`src/rtl/reaction_ctrl.sv`:
```
`default_nettype none
// ==========================================================================
// reaction_ctrl : reaction-timer sequencer (arm, random wait, BCD ms count)
// Revision 1.0
// ==========================================================================
module reaction_ctrl #(
  parameter int CLK_PER_MS  = 100000,
  parameter int MIN_WAIT_MS = 2000,
  parameter int RAND_BITS   = 10
) (
  input  logic        clk,
  input  logic        clear,
  input  logic        start,
  input  logic        stop,
  output logic        led,
  output logic [15:0] result_bcd,
  output logic        show_hi,
  output logic        busy
);

  localparam int MS_W   = (CLK_PER_MS > 1) ? $clog2(CLK_PER_MS) : 1;
  localparam int WAIT_W = $clog2(MIN_WAIT_MS + (1 << RAND_BITS));

  localparam logic [MS_W-1:0]   C_MS_LAST  = MS_W'(CLK_PER_MS - 1);
  localparam logic [WAIT_W-1:0] C_WAIT_MIN = WAIT_W'(MIN_WAIT_MS);

  localparam logic [2:0] S_IDLE    = 3'd0;
  localparam logic [2:0] S_WAIT    = 3'd1;
  localparam logic [2:0] S_TIME    = 3'd2;
  localparam logic [2:0] S_DONE    = 3'd3;
  localparam logic [2:0] S_CHEAT   = 3'd4;
  localparam logic [2:0] S_TIMEOUT = 3'd5;

  logic [2:0]        r_state;
  logic [2:0]        w_next_state;
  logic [15:0]       r_lfsr;
  logic [MS_W-1:0]   r_ms_cnt;
  logic [WAIT_W-1:0] r_wait_cnt;
  logic [15:0]       r_result;
  logic [15:0]       w_next_result;
  logic              r_led;
  logic              r_show_hi;
  logic              r_busy;
  logic              w_timing;
  logic              w_tick;
  logic              w_load;

  // Ripple a +1 through four BCD digits.
  function automatic logic [15:0] bcd_inc(input logic [15:0] v);
    logic [15:0] r;
    logic        c;
    r = v;
    c = 1'b1;
    for (int i = 0; i < 4; i++) begin
      if (c) begin
        if (r[4*i +: 4] == 4'd9) begin
          r[4*i +: 4] = 4'd0;
        end else begin
          r[4*i +: 4] = r[4*i +: 4] + 4'd1;
          c = 1'b0;
        end
      end
    end
    return r;
  endfunction

  assign w_timing = (r_state == S_WAIT) || (r_state == S_TIME);
  assign w_tick   = w_timing && (r_ms_cnt == C_MS_LAST);

  always_comb begin
    w_next_state  = r_state;
    w_next_result = r_result;
    w_load        = 1'b0;
    case (r_state)
      S_IDLE, S_DONE, S_CHEAT, S_TIMEOUT: begin
        if (start) begin
          w_next_state  = S_WAIT;
          w_next_result = 16'h0000;
          w_load        = 1'b1;
        end
      end
      S_WAIT: begin
        if (stop) begin
          w_next_state  = S_CHEAT;
          w_next_result = 16'h9999;
        end else if (w_tick && (r_wait_cnt == WAIT_W'(1))) begin
          w_next_state  = S_TIME;
          w_next_result = 16'h0000;
        end
      end
      S_TIME: begin
        // A stop in the same cycle as a tick freezes the value un-incremented.
        if (stop) begin
          w_next_state = S_DONE;
        end else if (w_tick) begin
          w_next_result = bcd_inc(r_result);
          if (r_result == 16'h0999) begin
            w_next_state = S_TIMEOUT;
          end
        end
      end
      default: begin
        w_next_state  = S_IDLE;
        w_next_result = 16'h0000;
      end
    endcase
  end

  always_ff @(posedge clk) begin
    if (clear) begin
      r_state    <= S_IDLE;
      r_lfsr     <= 16'hACE1;
      r_ms_cnt   <= '0;
      r_wait_cnt <= '0;
      r_result   <= 16'h0000;
      r_led      <= 1'b0;
      r_show_hi  <= 1'b1;
      r_busy     <= 1'b0;
    end else begin
      r_lfsr   <= {r_lfsr[14:0], r_lfsr[15] ^ r_lfsr[13] ^ r_lfsr[12] ^ r_lfsr[10]};
      r_state  <= w_next_state;
      r_result <= w_next_result;

      // Restart the ms prescaler on every state change.
      if (w_timing && (w_next_state == r_state)) begin
        r_ms_cnt <= w_tick ? '0 : r_ms_cnt + MS_W'(1);
      end else begin
        r_ms_cnt <= '0;
      end

      if (w_load) begin
        r_wait_cnt <= C_WAIT_MIN + WAIT_W'(r_lfsr[RAND_BITS-1:0]);
      end else if ((r_state == S_WAIT) && w_tick && !stop) begin
        r_wait_cnt <= r_wait_cnt - WAIT_W'(1);
      end

      r_led     <= (w_next_state == S_TIME);
      r_busy    <= (w_next_state == S_WAIT) || (w_next_state == S_TIME);
      r_show_hi <= (w_next_state == S_IDLE);
    end
  end

  assign led        = r_led;
  assign result_bcd = r_result;
  assign show_hi    = r_show_hi;
  assign busy       = r_busy;

endmodule
`default_nettype wire
```
`config.mk`:
```
export PLATFORM = sky130hd
export DESIGN_NAME = reaction_ctrl
export DESIGN_NICKNAME = d
export VERILOG_FILES = /design/src/rtl/reaction_ctrl.sv
export SDC_FILE = /design/constraint.sdc
export NUM_CORES = 1
export LEC_CHECK = 0
export CAP_MARGIN = 20
export CORE_MARGIN = 10
export CORE_UTILIZATION = 53
export CTS_CLUSTER_DIAMETER = 50
export DETAILED_ROUTE_END_ITERATION = 10
export GPL_ROUTABILITY_DRIVEN = 0
export PLACE_DENSITY = 0.76
export SYNTH_ARGS = -nofsm -noshare
export SYNTH_HDL_FRONTEND = slang
export SYNTH_SLANG_ARGS = --single-unit
export TNS_END_PERCENT = 50
```
`constraint.sdc`:
```
create_clock -name clk -period 2.5 [get_ports clk]
set_clock_uncertainty 0.1 [all_clocks]
set_input_delay 0.625 -clock clk [delete_from_list [all_inputs] [get_ports clk]]
set_output_delay 0.625 -clock clk [all_outputs]
set_load 0.01 [all_outputs]
```
==> metrics.md, run 1 <==
| Metric | Value |
|---|---|
| Number of optimization iterations in the first detailed-route pass | 4 |
| Critical-path cell with the highest stage delay | sky130_fd_sc_hd__or4_4 |
| Top cell types by occurrence after synthesis | sky130_fd_sc_hd__dfxtp_1 (67), sky130_fd_sc_hd__nor2_1 (43), sky130_fd_sc_hd__nand2_1 (25) |
| Row Count | 29 |
| Syn_nets | 409 |
| H-tree levels | 3 |
| Maximum fanout encountered on the critical timing path | 3 |
| Total detailed-routing wirelength | 7.93 mm |
| Cell with the most instances after synthesis | sky130_fd_sc_hd__dfxtp_1 |
| Antenna diodes | 0 |
| Count of cell types in the netlist | 61 |
| Number of nets at the end of the flow | 464 |
| First-pass GRT wire length | 13.2 mm |
| Buffering stage count on the worst path with inverters included | 1 |
| CTS buffer count | 9 |
| Power per standard cell area | 590 mW/mm^2 |
| Static leakage power | 1.62 nW |
| Overall power after layout | 2.53 mW |
| Via count of the first global-routing pass | 2803 |
| Max capacitance violation total | 0 |
| Final period demand of the worst path | 2430 ps |
| Crit-path max cell delay | 460 ps |
| First element of the critical path | result_bcd[12] |
| Dominant synthesized flop cell | sky130_fd_sc_hd__dfxtp_1 |
| Yosys Warn Count | 0 |
| Async set or reset register ratio after synthesis | 0% |
| Starting density of the core | 54.7% |
| Worst min-delay path category | reg2reg |
| Actual slew at the worst max-slew pin | 499 ps |
| Cell taking the most area after synthesis | sky130_fd_sc_hd__dfxtp_1 |
| Number of top-level design ports | 23 |
| Post-Synthesis Cells | 392 |
| Total count of hold-check failures in the final report | 0 |
| Family with the most delay on the worst path | simple AND/OR/NAND/NOR gates |
| Die width | 101 um |
| Share of the core filled with cells in the final layout | 67.6% |
| Skew-Pair Late Insertion Delay | 350 ps |
| Share of final-layout standard cells stronger than drive strength 1 | 19.5% |
| Initial antenna violation count | 0 |
| Final-report max-slew violation count | 0 |
| Clock buffer depth | 2 |
| Number of design rule violations left after detail routing | 0 |
| Via Count | 2914 |
| Die Height | 101 um |
| CTS tree | done |
| Share of the clock period used by the worst path | 97.3% |
| Aggregate global routing overflow | 0 |
| Area of the mapped netlist | 0.00348 mm^2 |
| Clock root buffer | sky130_fd_sc_hd__clkbuf_8 |
| FMAX | 0.411 GHz |
| Setup crit end kind | flop |
| Ratio of routed vias to standard cells | 5.51 |
| Clock Sinks | 67 |
| Drt initial violations | 155 |
| HP Start | r_lfsr[14] |
| Combined global-route utilization of all metal layers | 15.8% |
| Largest cells by area after synthesis | sky130_fd_sc_hd__dfxtp_1 (39%), sky130_fd_sc_hd__xor2_1 (5.3%), sky130_fd_sc_hd__ha_1 (4.7%) |
| Mean routed wirelength per cell | 15.0 um |
| Sequence of cells on the critical path | inv_2 > ha_4 > or3b_1 > or4_1 > or4_4 > a21oi_4 > nor3_2 > a41o_1 |
| Post-synthesis area per instance | 8.87 um^2 |
| Data required time of the critical path | 2650 ps |
| Core ar. | 0.00635 mm^2 |
| Layout-stage area growth over the synthesis result | 23.4% |
| Synth top area share | 38.6% |
| Post-synthesis sequential element count | 67 |
| Clk slew on worst S/H paths | 70 ps |
| Worst slew slack as a fraction of its limit | 66.5% |
| Count of nets left with antenna violations after detail routing | 0 |
| Port Buf Inserts | 22 |
| Setup_tns | 0 ps |
| Worst r2r src | result_bcd[12] |
| Number of enable flip-flop cells after synthesis | 0 |
| HPWL Detailed | 5.36 mm |
| Total Die Area | 0.0102 mm^2 |
| Share of the yosys chip area belonging to registers | 38.6% |
| Final Setup Violations | 0 |
| Arrival time at the worst endpoint | 2580 ps |
| Outcome | finished, final reports clean |
| Critical setup path kind | reg2reg |
| Pin count of the biggest net entering global routing | 52 |
| VDD IR max | 0.398 mV |
| Startpoint type of the worst setup path | flop |
| Number of buffers inserted for hold repair after clock tree synthesis | 0 |
-- cell type report --
type | instances | area (um^2)
Timing Repair Buffer | 59 | 527
Fill cell | 504 | 2060
Clock buffer | 11 | 151
Multi-Input combinational cell | 296 | 2040
Sequential cell | 67 | 1340
Tap cell | 77 | 96.3
Inverter | 14 | 52.6
Clock inverter | 5 | 83.8
-- layer usage --
| metal | share of wire, % | vias up | wire (um) | track usage (%) |
|---|---|---|---|---|
| li1 | - | 1491 | - | - |
| met1 | 47 | 1374 | 3710 | 19.6 |
| met2 | 48 | 39 | 3780 | 25.2 |
| met3 | 4.2 | 10 | 334 | 5.62 |
| met4 | 1.2 | 0 | 97 | 4.82 |
| met5 | 0 | - | 0 | 0 |
-- placed cells by master (no fill, tap or decap), drive strengths merged, types with 6 or more instances in the layout --
master / count
nor2: 53
a211oi: 13
nand4: 6
dfxtp: 67
clkbuf: 11
nand3: 15
ha: 13
clkdlybuf4s50: 22
nor3: 13
o21ai: 13
buf: 37
inv: 15
xor2: 21
nor2b: 9
nand3b: 6
xnor2: 14
or4: 6
nor4: 6
a21oi: 20
nand2: 26
or2: 9
-- stage by stage --
step / hold slack, ps / instances / setup WS, ps / cell area [um^2]
floorplan: 289 / 392 / 84.2 / 3480
global placement: 293 / 510 / -80.5 / 3990
detailed placement: 297 / 510 / -157 / 3990
CTS: 315 / 526 / 22.8 / 4230
global route: 329 / 529 / -8.16 / 4290
finish: 311 / 529 / 67.2 / 4290
-- sequential cells by signal (all words and copies together), names as in the netlist --
register	flops
r_state	3
led	1
result_bcd	16
r_wait_cnt	12
show_hi	1
busy	1
r_lfsr	16
r_ms_cnt	17
-- final timing paths --
check / to / slack (ps) / depth (start not counted)
max: busy / 70 / 8
min: r_lfsr[15] / 310 / 1
max reg2reg: busy / 70 / 8
min reg2reg: r_lfsr[15] / 310 / 1
-- what timing repair did --
item	CTS	global route
endpoints found under the hold margin	0	0
resized for setup	0	9
endpoints found under the setup margin	0	9
setup buffers	0	3
-- cells by family after synthesis --
family / share of synthesized area, %
buffers and inverters: 3.78
and+or+nand+nor: 30.6
xor gates and xnor gates: 8.82
adders and majority gates: 4.68
AOI/OAI and AO/OA: 12.6
muxes: 0.864
DFF: 38.6
-- power breakdown --
group / leakage, nW / total, mW / internal, mW / switching [mW]
clock: 0.112 / 1.06 / 0.619 / 0.439
combinational: 0.962 / 0.319 / 0.153 / 0.165
sequential: 0.549 / 1.15 / 1.12 / 0.0381
Power figures use the tool's default switching activity.
==> run 2: changes to the inputs <==
--- a/config.mk
+++ b/config.mk
@@ -12,6 +12,7 @@
 export DETAILED_ROUTE_END_ITERATION = 10
 export GPL_ROUTABILITY_DRIVEN = 0
 export PLACE_DENSITY = 0.76
+export SKIP_LAST_GASP = 1
 export SYNTH_ARGS = -nofsm -noshare
 export SYNTH_HDL_FRONTEND = slang
 export SYNTH_SLANG_ARGS = --single-unit
==> run 2 against run 1 <==
Effect of this change:
- sequential share of layout area grew 0.090 points
- largest cell class unchanged
- first-iteration DRC count grew 9.0%
- critical endpoint unchanged
- non-clock buffer count is the same
- sequential power is essentially flat
- combinational power is essentially flat
- worst hold slack is essentially flat
==> metrics.md, run 2 (same netlist as run 1, synthesis figures left out) <==
| Metric | Value |
|---|---|
| Outcome | finished, final reports clean (unchanged) |
| Area taken by multi-input logic gates | 0.00202 mm^2 (was 0.00204 mm^2) |
| Static leakage power | 1.62 nW (about the same) |
| Final-report max-slew violation count | 0 (unchanged) |
| Share of the clock period used by the worst path | 98.5% (was 97.3%) |
| Setup_tns | 0 ps (unchanged) |
| Startpoint type of the worst setup path | flop (unchanged) |
| Port Buf Inserts | 22 (unchanged) |
| Dpl ws | -157 ps (unchanged) |
| Worst slew slack as a fraction of its limit | 66.4% (was 66.5%) |
| Worst hold slack after final layout | 311 ps (about the same) |
| Total Die Area | 0.0102 mm^2 (unchanged) |
| HPWL Detailed | 5.36 mm (unchanged) |
| Power per standard cell area | 592 mW/mm^2 (was 590 mW/mm^2) |
| Clock Sinks | 67 (unchanged) |
| Crit-path max cell delay | 460 ps (about the same) |
| Core ar. | 0.00635 mm^2 (unchanged) |
| Final period demand of the worst path | 2460 ps (was 2430 ps) |
| Number of optimization iterations in the first detailed-route pass | 6 (was 4) |
| Number of flip-flops under the largest register name | 17 (unchanged) |
| Most common library cell in the layout ignoring fill and taps | sky130_fd_sc_hd__dfxtp_1 (unchanged) |
| Die Height | 101 um (unchanged) |
| Instance count after placement with tap cells included | 510 (unchanged) |
| Arrival time at the worst endpoint | 2610 ps (was 2580 ps) |
| VDD IR max | 0.400 mV (was 0.398 mV) |
| Highest-count cells in the layout ignoring fill and taps | sky130_fd_sc_hd__dfxtp_1 (67), sky130_fd_sc_hd__nor2_1 (43), sky130_fd_sc_hd__buf_4 (34) (was sky130_fd_sc_hd__dfxtp_1 (66), sky130_fd_sc_hd__nor2_1 (43), sky130_fd_sc_hd__buf_4 (34)) |
| Layout-stage area growth over the synthesis result | 23.0% (was 23.4%) |
| Combined global-route utilization of all metal layers | 15.8% (unchanged) |
| Met3 Track Usage GR | 5.62% (unchanged) |
| Row Count | 29 (unchanged) |
| Critical setup path kind | reg2reg (unchanged) |
| Ratio of routed vias to standard cells | 5.52 (was 5.51) |
| CTS buffer count | 9 (unchanged) |
| Share of final-layout standard cells stronger than drive strength 1 | 19.0% (was 19.5%) |
| Met2 track demand over resource | 25.2% (unchanged) |
| Clock buffer depth | 2 (unchanged) |
| Skew-Pair Late Insertion Delay | 350 ps (about the same) |
| Global-route met1 utilization | 19.6% (unchanged) |
| Total detailed-routing wirelength | 7.88 mm (was 7.93 mm) |
| Clk slew on worst S/H paths | 70 ps (about the same) |
| Cell Count, Final, Fillers Out | 529 (unchanged) |
| Number of design rule violations left after detail routing | 0 (unchanged) |
| RSZ-0062 raised after global routing | yes |
| Worst path setup slack after routing | 37.8 ps (was 67.2 ps) |
| Sequence of cells on the critical path | inv_2 > ha_2 > or3b_1 > or4_1 > or4_4 > a21oi_4 > nor3_1 > a41o_1 (was inv_2 > ha_4 > or3b_1 > or4_1 > or4_4 > a21oi_4 > nor3_2 > a41o_1) |
| Via Count | 2919 (was 2914) |
| Buffering stage count on the worst path with inverters included | 1 (unchanged) |
| Setup crit end kind | flop (unchanged) |
| Number of nets at the end of the flow | 464 (unchanged) |
| Max capacitance violation total | 0 (unchanged) |
| Starting density of the core | 54.7% (unchanged) |
| Register containing the most flip-flops in the final layout | r_ms_cnt (unchanged) |
| Global route hottest layer | met2 (unchanged) |
| Actual slew at the worst max-slew pin | 501 ps (was 499 ps) |
| Number of top-level design ports | 23 (unchanged) |
| Clock root buffer | sky130_fd_sc_hd__clkbuf_8 (unchanged) |
| Flip-flop and latch area | 0.00134 mm^2 (about the same) |
| Count of nets left with antenna violations after detail routing | 0 (unchanged) |
| Die width | 101 um (unchanged) |
| Data required time of the critical path | 2650 ps (about the same) |
| FMAX | 0.406 GHz (was 0.411 GHz) |
| Cell area after placement | 0.00399 mm^2 (unchanged) |
| Family with the most delay on the worst path | simple AND/OR/NAND/NOR gates (unchanged) |
| Total count of hold-check failures in the final report | 0 (unchanged) |
| Final design instance area without fill | 0.00427 mm^2 (was 0.00429 mm^2) |
| Drt initial violations | 169 (was 155) |
| Aggregate global routing overflow | 0 (unchanged) |
| Critical-path cell with the highest stage delay | sky130_fd_sc_hd__or4_4 (unchanged) |
| Worst min-delay path category | reg2reg (unchanged) |
| First-pass GRT wire length | 13.2 mm (unchanged) |
| Antenna diodes | 0 (unchanged) |
| Pin count of the biggest net entering global routing | 52 (unchanged) |
| Initial antenna violation count | 0 (unchanged) |
| H-tree levels | 3 (unchanged) |
| FILL cells | 508 (was 504) |
| Mean routed wirelength per cell | 14.9 um (was 15.0 um) |
| Final Setup Violations | 0 (unchanged) |
| Maximum fanout encountered on the critical timing path | 3 (unchanged) |
| Via count of the first global-routing pass | 2803 (unchanged) |
| CTS tree | done (unchanged) |
==> run 2: cell count changes in the layout (fill, tap and decap cells not counted) <==
cell	previous run	this run
sky130_fd_sc_hd__dfxtp_1	66	67
sky130_fd_sc_hd__ha_4	1	0
sky130_fd_sc_hd__dfxtp_2	1	0
sky130_fd_sc_hd__nor3_1	12	13
sky130_fd_sc_hd__nor3_2	1	0
sky130_fd_sc_hd__ha_2	0	1
==> run 2: per-stage QoR <==
| step | total power, mW | util, % |
|---|---|---|
| floorplan | 1.37 | - |
| CTS | 2.55 | 66.6 |
| global placement | 1.48 | 62.9 |
| detailed placement | 1.48 | 62.9 |
| finish | 2.53 | 67.3 |
| global route | 2.63 | 67.3 |
==> run 2: area by class of cell <==
cell class	count	share of cell area, %
Timing Repair Buffer	59	12.3
Clock buffer	11	3.54
Inverter	14	1.23
Tap cell	77	2.25
Clock inverter	5	1.96
Sequential cell	67	31.4
Multi-Input combinational cell	296	47.3
==> run 2: repair_timing <==
item / in CTS / in global routing
buffers inserted: 0 / 3
setup endpoints to repair: 0 / 9
resized for setup: 0 / 6
hold endpoints to repair: 0 / 0
hold buffers: 0 / 0
==> run 2: worst paths after layout <==
kind,from,to,slack (ps),depth (start not counted)
setup / recovery,result_bcd[12],busy,40,8
hold / removal,r_lfsr[14],r_lfsr[15],310,1
setup reg to reg,result_bcd[12],busy,40,8
hold reg to reg,r_lfsr[14],r_lfsr[15],310,1
==> run 2: where the power goes <==
| part | total, mW | leakage [nW] | internal [mW] | switching [mW] |
|---|---|---|---|---|
| combinational | 0.316 | 0.959 | 0.152 | 0.164 |
| sequential | 1.15 | 0.549 | 1.12 | 0.0380 |
| clock | 1.06 | 0.112 | 0.619 | 0.441 |
| total | 2.53 | 1.62 | 1.89 | 0.642 |
==> run 2: per-layer routing <==
metal | vias up | routed length, um
met1 | 1370 | 3660
met5 | - | 0
met3 | 10 | 353
met2 | 47 | 3770
li1 | 1492 | -
met4 | 0 | 101
